## config.mk

```make
export PLATFORM = sky130hd
export DESIGN_NAME = stos_pc_flat
export DESIGN_NICKNAME = d
export VERILOG_FILES = /design/src/rtl/stos_pc_pkg.sv /design/src/rtl/stos_pc_if.sv /design/src/rtl/stos_pc_mem.sv /design/src/rtl/stos_pc.sv /design/src/flat_wrapper.sv
export SDC_FILE = /design/constraint.sdc
export NUM_CORES = 1
export LEC_CHECK = 0
export CAP_MARGIN = 20
export CORE_UTILIZATION = 25
export DETAILED_ROUTE_END_ITERATION = 8
export GPL_TIMING_DRIVEN = 0
export SETUP_SLACK_MARGIN = 0.2
export SLEW_MARGIN = 10
export SYNTH_ARGS = -nofsm -noshare
export SYNTH_HDL_FRONTEND = slang
export SYNTH_SLANG_ARGS = --single-unit
```

## constraint.sdc

```tcl
create_clock -name clk -period 6.01 [get_ports clk]
set_input_delay 0.601 -clock clk [delete_from_list [all_inputs] [get_ports clk]]
set_output_delay 0.601 -clock clk [all_outputs]
set_load 0.005 [all_outputs]
```

## src/rtl/stos_pc_pkg.sv

```systemverilog
// -----------------------------------------------------------------------------
// stos_pkg
// Shared types and defaults for the hardware return-address stack.
//   PKG_W       : default address width (matches the PC width)
//   PKG_D       : default stack depth in frames (power of two, >= 2)
//   typ_ramki_t : frame type, CALL or interrupt
//   ramka_t     : packed frame {typ, adres}; typ sits in the MSB
// -----------------------------------------------------------------------------
package stos_pkg;

   localparam int PKG_W = 8;
   localparam int PKG_D = 8;

   typedef enum logic {
      RAMKA_CALL = 1'b0,
      RAMKA_INT  = 1'b1
   } typ_ramki_t;

   typedef struct packed {
      typ_ramki_t         typ;
      logic [PKG_W-1:0]   adres;
   } ramka_t;

endpackage

```

## src/rtl/stos_pc_if.sv

```systemverilog
// -----------------------------------------------------------------------------
// stos_pc_if
// Request/response bundle between the decoder/interrupt logic, the stack and
// the PC.
//   slave  : the stack side (stos_pc)
//   master : the decoder / PC side
// Requests : ID_rst, call, int_ack, pc_in, ret, reti
// Responses: adres_skok_pc_stos, skok_pc_stos, reti_int_en,
//            pusty, pelny, glebokosc, blad
// -----------------------------------------------------------------------------
interface stos_pc_if #(
   parameter int W = 8,
   parameter int D = 8
);
   logic                   ID_rst;
   logic                   call;
   logic                   int_ack;
   logic [W-1:0]           pc_in;
   logic                   ret;
   logic                   reti;
   logic [W-1:0]           adres_skok_pc_stos;
   logic                   skok_pc_stos;
   logic                   reti_int_en;
   logic                   pusty;
   logic                   pelny;
   logic [$clog2(D):0]     glebokosc;
   logic                   blad;

   modport slave (
      input  ID_rst, call, int_ack, pc_in, ret, reti,
      output adres_skok_pc_stos, skok_pc_stos, reti_int_en,
             pusty, pelny, glebokosc, blad
   );

   modport master (
      output ID_rst, call, int_ack, pc_in, ret, reti,
      input  adres_skok_pc_stos, skok_pc_stos, reti_int_en,
             pusty, pelny, glebokosc, blad
   );
endinterface

```

## src/rtl/stos_pc_mem.sv

```systemverilog
// -----------------------------------------------------------------------------
// stos_mem
// D x (W+1) frame storage: one synchronous write port, one combinational read
// port. Contents are intentionally not reset.
//   clk        : clock
//   i_we       : write enable
//   i_wr_idx   : write slot
//   i_wr_data  : frame to write {typ, adres}
//   i_rd_idx   : read slot (top of stack, sp-1)
//   o_rd_data  : frame at i_rd_idx
// -----------------------------------------------------------------------------
module stos_mem #(
   parameter int W  = 8,
   parameter int D  = 8,
   parameter int AW = $clog2(D)
) (
   input  logic          clk,
   input  logic          i_we,
   input  logic [AW-1:0] i_wr_idx,
   input  logic [W:0]    i_wr_data,
   input  logic [AW-1:0] i_rd_idx,
   output logic [W:0]    o_rd_data
);

   logic [W:0] r_ramki [D];

   // Frame array write port.
   always_ff @(posedge clk) begin
      if (i_we) begin
         r_ramki[i_wr_idx] <= i_wr_data;
      end
   end

   assign o_rd_data = r_ramki[i_rd_idx];

endmodule

```

## src/rtl/stos_pc.sv

```systemverilog
// -----------------------------------------------------------------------------
// stos_pc
// Hardware return-address stack feeding the PC. Pushes on CALL / interrupt
// acceptance, pops on RET / RETI and presents the popped frame to the PC in
// the same cycle as the pop request.
//   clk   : clock, rising edge
//   rst_n : asynchronous active-low reset
//   bus   : stos_pc_if.slave (requests in, stack-jump outputs and flags out)
// -----------------------------------------------------------------------------
module stos_pc
   import stos_pkg::*;
#(
   parameter int W = PKG_W,
   parameter int D = PKG_D
) (
   input  logic     clk,
   input  logic     rst_n,
   stos_pc_if.slave bus
);

   localparam int             AW      = $clog2(D);
   localparam logic [AW:0]    SP_ZERO = '0;
   localparam logic [AW:0]    SP_ONE  = (AW+1)'(1);
   localparam logic [AW:0]    SP_FULL = (AW+1)'(D);

   logic [AW:0]   r_sp;
   logic          r_blad;

   logic [AW:0]   w_sp_nxt;
   logic          w_we;
   logic [AW-1:0] w_wr_idx;
   logic [AW-1:0] w_top_idx;
   logic [W:0]    w_top;
   logic [W:0]    w_wr_data;
   logic          w_push_req, w_pop_req, w_push_ill, w_pop_ill;
   logic          w_empty, w_full, w_pop_ok, w_typ_err, w_err;

   assign w_empty    = (r_sp == SP_ZERO);
   assign w_full     = (r_sp == SP_FULL);
   assign w_push_req = bus.call | bus.int_ack;
   assign w_pop_req  = bus.ret | bus.reti;
   assign w_push_ill = bus.call & bus.int_ack;
   assign w_pop_ill  = bus.ret & bus.reti;
   assign w_pop_ok   = w_pop_req & ~w_pop_ill & ~w_empty;

   // sp-1 wraps to D-1 when empty; the read is masked out in that case.
   assign w_top_idx  = AW'(r_sp - SP_ONE);
   // On call+int_ack together the interrupt frame wins, so typ = int_ack.
   assign w_wr_data  = {bus.int_ack, bus.pc_in};

   assign w_typ_err  = w_pop_ok &
                       ((bus.ret  & (w_top[W] == RAMKA_INT)) |
                        (bus.reti & (w_top[W] == RAMKA_CALL)));
   assign w_err      = w_push_ill | w_pop_ill |
                       (w_push_req & w_full & ~w_pop_ok) |
                       (w_pop_req & w_empty) |
                       w_typ_err;

   // Next pointer and write port: push+pop overwrites the top in place.
   always_comb begin
      w_sp_nxt = r_sp;
      w_we     = 1'b0;
      w_wr_idx = r_sp[AW-1:0];
      if (w_pop_ok && w_push_req) begin
         w_we     = ~bus.ID_rst;
         w_wr_idx = w_top_idx;
      end else if (w_push_req && !w_full) begin
         w_we     = ~bus.ID_rst;
         w_sp_nxt = r_sp + SP_ONE;
      end else if (w_pop_ok) begin
         w_sp_nxt = r_sp - SP_ONE;
      end else begin
         w_sp_nxt = r_sp;
      end
   end

   // Stack pointer and sticky error flag; ID_rst overrides every request.
   always_ff @(posedge clk or negedge rst_n) begin
      if (!rst_n) begin
         r_sp   <= SP_ZERO;
         r_blad <= 1'b0;
      end else if (bus.ID_rst) begin
         r_sp   <= SP_ZERO;
         r_blad <= 1'b0;
      end else begin
         r_sp   <= w_sp_nxt;
         r_blad <= r_blad | w_err;
      end
   end

   stos_mem #(.W(W), .D(D)) u_mem (
      .clk       (clk),
      .i_we      (w_we),
      .i_wr_idx  (w_wr_idx),
      .i_wr_data (w_wr_data),
      .i_rd_idx  (w_top_idx),
      .o_rd_data (w_top)
   );

   // Same-cycle outputs to the PC, plus pointer-derived flags.
   always_comb begin
      bus.skok_pc_stos       = w_pop_ok;
      bus.reti_int_en        = w_pop_ok & w_top[W];
      bus.adres_skok_pc_stos = '0;
      if (!w_empty) begin
         bus.adres_skok_pc_stos = w_top[W-1:0];
      end else begin
         bus.adres_skok_pc_stos = '0;
      end
      bus.pusty     = w_empty;
      bus.pelny     = w_full;
      bus.glebokosc = r_sp;
      bus.blad      = r_blad;
   end

endmodule
```

## src/flat_wrapper.sv

```systemverilog
// flat-port wrapper written by rule: the top's interface ports become plain ports
module stos_pc_flat import stos_pkg::*;
#(
   parameter int W = PKG_W,
   parameter int D = PKG_D
)
  (clk, rst_n, bus_ID_rst, bus_call, bus_int_ack, bus_pc_in, bus_ret, bus_reti, bus_adres_skok_pc_stos, bus_skok_pc_stos, bus_reti_int_en, bus_pusty, bus_pelny, bus_glebokosc, bus_blad);
  stos_pc_if #(.W(W), .D(D)) bus_i ();
  input  logic clk;
  input  logic rst_n;
  input wire logic [$bits(bus_i.ID_rst)-1:0] bus_ID_rst;
  input wire logic [$bits(bus_i.call)-1:0] bus_call;
  input wire logic [$bits(bus_i.int_ack)-1:0] bus_int_ack;
  input wire logic [$bits(bus_i.pc_in)-1:0] bus_pc_in;
  input wire logic [$bits(bus_i.ret)-1:0] bus_ret;
  input wire logic [$bits(bus_i.reti)-1:0] bus_reti;
  output wire logic [$bits(bus_i.adres_skok_pc_stos)-1:0] bus_adres_skok_pc_stos;
  output wire logic [$bits(bus_i.skok_pc_stos)-1:0] bus_skok_pc_stos;
  output wire logic [$bits(bus_i.reti_int_en)-1:0] bus_reti_int_en;
  output wire logic [$bits(bus_i.pusty)-1:0] bus_pusty;
  output wire logic [$bits(bus_i.pelny)-1:0] bus_pelny;
  output wire logic [$bits(bus_i.glebokosc)-1:0] bus_glebokosc;
  output wire logic [$bits(bus_i.blad)-1:0] bus_blad;
  assign bus_i.ID_rst = bus_ID_rst;
  assign bus_i.call = bus_call;
  assign bus_i.int_ack = bus_int_ack;
  assign bus_i.pc_in = bus_pc_in;
  assign bus_i.ret = bus_ret;
  assign bus_i.reti = bus_reti;
  assign bus_adres_skok_pc_stos = bus_i.adres_skok_pc_stos;
  assign bus_skok_pc_stos = bus_i.skok_pc_stos;
  assign bus_reti_int_en = bus_i.reti_int_en;
  assign bus_pusty = bus_i.pusty;
  assign bus_pelny = bus_i.pelny;
  assign bus_glebokosc = bus_i.glebokosc;
  assign bus_blad = bus_i.blad;
  stos_pc #(.W(W), .D(D)) u_core (.clk(clk), .rst_n(rst_n), .bus(bus_i));
endmodule
```

=== Yosys cells after proc, flatten, opt, wreduce, memory -nomap -nowiden ===
Memory sizes are Yosys's and may differ from the RTL's.
Index checks and enable logic that the tools add are counted.
W data, S select, Z words.

* Bits in registers: 5
* Bits in writable memories: 72
* Word-level logic and storage cells: 48
* Memories kept: 1

* Add/sub/neg operators: 2
* Equality and inequality tests: 2
* Mux-type cells: 11
* Bitwise gates (word level): 24
* Reductions and logical operators: 6

{| class="wikitable"
|+ Memories
! name !! depth !! bits a word !! read ports !! clocked after memory_dff !! write ports !! line !! source
|-
| u_core.u_mem.r_ramki || 8 || 9 || 1 || 0 || 1 || stos_pc_mem.sv:25 || <nowiki>logic [W:0] r_ramki [D];</nowiki>
|}

{| class="wikitable"
|+ Operator list
! kind !! number
|-
| $mux W4 || 4
|-
| $and A1 B1 Y1 || 11
|-
| $mux W8 || 1
|-
| $or A1 B1 Y1 || 8
|-
| $mux W1 || 5
|-
| $not A1 Y1 || 5
|-
| $add A4 B1 Y4 const B || 1
|-
| $eq A4 B4 Y1 const B || 1
|-
| $logic_not A4 Y1 || 1
|-
| $sub A4 B1 Y4 const B || 1
|-
| $mux W3 || 1
|-
| $reduce_bool A3 Y1 || 1
|-
| $logic_and A1 B1 Y1 || 2
|-
| $ne A2 B2 Y1 const B || 1
|-
| $reduce_and A2 Y1 || 1
|-
| $logic_not A1 Y1 || 1
|}

=== Logic depth before layout (Yosys ltp) ===
* Depth in word-level cells: 11
* Gate-level depth with buffers: 10
* Gate-level depth less buffers: 7

=== Modules after synthesis ===
Synthesis repeated with hierarchy kept, for this count alone.

* Cells, all modules: 196
* Area total of the unflattened synthesis: 3,453.3 µm²

{| class="wikitable"
|+ By module, submodules not included
! module !! times used !! cells each !! area each (µm²)
|-
| stos_mem || 1 || 117 || 2,839.0
|-
| stos_pc || 1 || 79 || 614.3
|}

=== Least setup slack after synthesis ===
OpenSTA, ideal clock, no wires.

* Kind: reg-to-reg
* From: reg u_core.r_sp[0] (netlist: u_core.bus.glebokosc[0])
* To: mem u_core.u_mem.r_ramki[4][0] (netlist bit) (enable)
* Arrival time: 2.318 ns
* Required time: 5.636 ns
* Setup slack: 3.318 ns
* Stages on the path, launching flop included: 11
* Period minus slack after synthesis: 2.692 ns
* Cell sequence: dfrtp_1 > buf_6 > buf_6 > inv_1 > ha_1 > buf_4 > buf_4 > inv_1 > nor4_1 > a32oi_1 > nor2_1

* Word-level cells in the longest chain between the ends: 7
* Elaborated cells on any way between the ends: 13

{| class="wikitable"
|+ RTL lines
! element !! line !! source
|-
| start: declaration || stos_pc.sv:26 || <nowiki>logic [AW:0] r_sp;</nowiki>
|-
| start signal: assignment || stos_pc.sv:86 || <nowiki>r_sp <= w_sp_nxt;</nowiki>
|-
| $eq A4 B4 Y1 or $logic_not A4 Y1 (tied branches) || stos_pc.sv:39, stos_pc.sv:38 ||
|-
| $logic_not A1 Y1 or $not A1 Y1 (tied branches) || stos_pc.sv:67, stos_pc.sv:44 ||
|-
| $logic_and A1 B1 Y1 or $and A1 B1 Y1 (tied branches) || stos_pc.sv:67, stos_pc.sv:44 ||
|-
| $mux W1 or $logic_and A1 B1 Y1 (tied branches) || stos_pc.sv:67, stos_pc.sv:64 ||
|-
| $mux W1 || stos_pc.sv:64 || <nowiki>if (w_pop_ok && w_push_req) begin</nowiki>
|-
| $mux W1 || stos_pc_mem.sv:29 || <nowiki>if (i_we) begin</nowiki>
|-
| $mux W1 (implied by the code) || stos_pc_mem.sv:30 || <nowiki>r_ramki[i_wr_idx] <= i_wr_data;</nowiki>
|-
| end: declaration || stos_pc_mem.sv:25 ||
|}

Several ways; a longest one is shown, not always the timed one.

=== Worst setup path after layout ===
* From: reg u_core.r_sp[0] (netlist: u_core.bus.glebokosc[0])
* To: out bus_adres_skok_pc_stos[0]

* Word-level cells in the longest chain between the ends: 3
* Elaborated cells on any way between the ends: 4

{| class="wikitable"
|+ RTL lines
! element !! line !! source
|-
| $sub A4 B1 Y4 || stos_pc.sv:47 || <nowiki>assign w_top_idx = AW'(r_sp - SP_ONE);</nowiki>
|-
| $mem_v2 Z8 W9 || -- ||
|-
| $mux W8 * || stos_pc.sv:105 || <nowiki>if (!w_empty) begin</nowiki>
|-
| end: declaration || flat_wrapper.sv:17 || <nowiki>output wire logic [$bits(bus_i.adres_skok_pc_stos)-1:0] bus_adres_skok_pc_stos;</nowiki>
|}

Mark *: on every way between the ends. The rest lies on a longest branch, timed or not.

==> metrics.cfg <==
[drt]
num_vias = 2154
drcViolationCount = 0
drt_wl_total_um = 7990
drtIter0Drc = 181
drtAntennaViolNets = 0
first_pass_iters = 4
via_per_inst = 4.74
wl_per_cell_um = 17.6

[synthesis]
yosys_register_bits = 77
synthCells = 224
synth_nets = 243
ys_types = 47
syn_avg_cell_area_um2 = 15.9
yosys_warnings = 0
synth_top_cell_by_area = edfxtp_1
synthTopCellsByArea = edfxtp_1 61%, mux4_2 9.5%, dfrtp_1 3.5%
synth_area_um2 = 3550
synth-edff-count = 72
synth_top_area_share = 0.609
async_reset_ff_frac = 0.0649
synth_commonest_cells = 72 x edfxtp_1, 19 x nand2_1, 15 x mux4_2
synth.most_common_cell = edfxtp_1
seq_area_frac_synth = 0.644
ys.flop_type = edfxtp_1

[floorplan]
fp-row-count = 43
die_h_um = 121
num_io_pins = 32
dieWidth_um = 121
die-area_um2 = 14700
initial_utilization = 0.256
core-area_um2 = 13900

[grt]
gr-usage-all-layers = 0.114
grt_overflow = 0
grt_first_pass_wirelength_um = 12200
grt_pass1_vias = 2134
antenna_found_initial = 0
grt_max_degree = 17

[critical_path]
worstSetupEndpointType = output pin
worstPathRequired_ns = 5.41
start_kind = flop
worst_ep_arrival_time_ns = 3.22
ff2ff_path_depth = 10
crit_type = flop to output pin
worstPathMaxFanout = 10

[run_status]
status = finished, final reports clean

[clocking]
cts_buffer_depth = 2
ctsResizeCount = 0
cts_made_buffers = 9
clk_latency_ns = 0.33
cts_setup_buffers = 0
cts_sinks = 77
clk_pin_slew_ns = 0.06
cts_root_buffer = clkbuf_16
ctsHoldBuffers = 0
tritoncts = built
cts_max_level = 3

[timing]
rsz0062_at_grt = false
fin_crit_sh = 0.635
fin_worst_skew_ns = 0.00478
worst_slew_pin_slew_ns = 1.07
max_freq_mhz = 262
finalSetupTns_ns = 0
hold_viol_final = 0
maxSlewHeadroom = 0.283
hold_ws_ns = 0.500
period_needed_ns = 3.82
slew_violations = 0
setup_viol = 0

[pwr]
p_total_mw = 2.13
irDropWorstVdd_mv = 0.216
power_density_nw_per_um2 = 482
leakage_nw = 1.44

[final_layout]
nets = 288
fillers = 1368
multi_input_area_um2 = 1110
diodes = 0
syn2layout_area_growth_pct = 24.3
drive_gt1_frac = 0.201
seq_area_um2 = 2290

[place]
portBuffers = 31
place_hpwl_um = 5200
globalplace.congestion = 0.809

[worst_hold_path]
hp-class = primary input to asynchronous set/reset pin

[run]
cap_violations = 0

report_power, final:
group	internal [mW]	switching (mW)	leakage (nW)
clock network	0.290	0.224	0.145
logic	0.436	0.492	0.578
registers	0.661	0.0261	0.716
cell usage in the layout, fill, tap and decap left out, types with 5 or more instances in the layout:
| cell type | Yosys | final |
|---|---|---|
| mux4_2 | 15 | 15 |
| clkdlybuf4s50_1 | 0 | 31 |
| inv_1 | 9 | 9 |
| o21ai_0 | 7 | 7 |
| edfxtp_1 | 72 | 72 |
| dfrtp_1 | 5 | 5 |
| buf_6 | 3 | 6 |
| nor2_1 | 12 | 12 |
| clkbuf_1 | 6 | 6 |
| a31oi_1 | 9 | 9 |
| a221oi_1 | 5 | 5 |
| nor3_1 | 5 | 5 |
| clkbuf_16 | 0 | 9 |
| nand2_1 | 19 | 19 |
| a211oi_1 | 5 | 5 |
final timing paths:
path | start | to | slack [ns]
max reg2reg | u_core.bus.glebokosc[0]$_DFFE_PN0P_ | u_core.u_mem.r_ramki[1][6]$_DFFE_PP_ | 2.44
min in group clk | u_core.bus.blad$_DFF_PN0_ | u_core.bus.blad$_DFF_PN0_ | 0.63
max | u_core.bus.glebokosc[0]$_DFFE_PN0P_ | bus_adres_skok_pc_stos[0] | 2.19
min | rst_n | u_core.bus.blad$_DFF_PN0_ | 0.50
min reg2reg | u_core.bus.blad$_DFF_PN0_ | u_core.bus.blad$_DFF_PN0_ | 0.63
max in group asynchronous | rst_n | u_core.bus.glebokosc[2]$_DFFE_PN0P_ | 5.31
layer usage:
metal	track usage	vias to the layer above	wire, µm
met4	0.0262	0	65
li1	-	993	-
met3	0.0348	6	464
met2	0.186	70	3830
met1	0.147	1085	3630
met5	0	-	0
worst max-delay path, cell delays in order, from the launching register on:
cell and delay (ns):
dfrtp_1 0.40, buf_6 0.18, buf_6 0.17, inv_1 0.08, ha_1 0.33, buf_4 0.23, buf_4 0.25, mux4_2 0.34
a221oi_1 0.26, a31oi_1 0.12, clkdlybuf4s50_1 0.51
cells by family after synthesis:
family,count (synthesis),synth area share
fa+ha+maj,4,0.0141
compound gates,43,0.0926
simple gates,52,0.0740
flops,77,0.644
xor+xnor,2,0.00705
mux,19,0.124
buf+inv,27,0.0447
through the flow:
stage	util	cells	cell area (µm²)	worst slack, ns
after floorplan	-	224	3550	3.32
after global placement	0.294	435	4090	2.49
after detailed placement	0.294	435	4090	2.39
after CTS	0.316	451	4380	2.16
after global routing	0.318	454	4410	2.01
final	0.318	454	4410	2.19
flip-flops by register name, summed over array words and instances, names as in the netlist:
| name | cells |
|---|---|
| u_core.bus.blad | 1 |
| u_core.u_mem.r_ramki | 72 |
| u_core.bus.glebokosc | 4 |
final cells by class:
class / instances / area share
clock buffers: 9 / 0.0510
flip-flops and latches: 77 / 0.518
inverters: 11 / 0.0105
repair buffers: 34 / 0.0779
plain buffers: 16 / 0.0255
clock inverters: 7 / 0.0153
well taps: 180 / 0.0510
multi-input cells: 120 / 0.251
No activity file was read; power rests on OpenSTA's default activity.
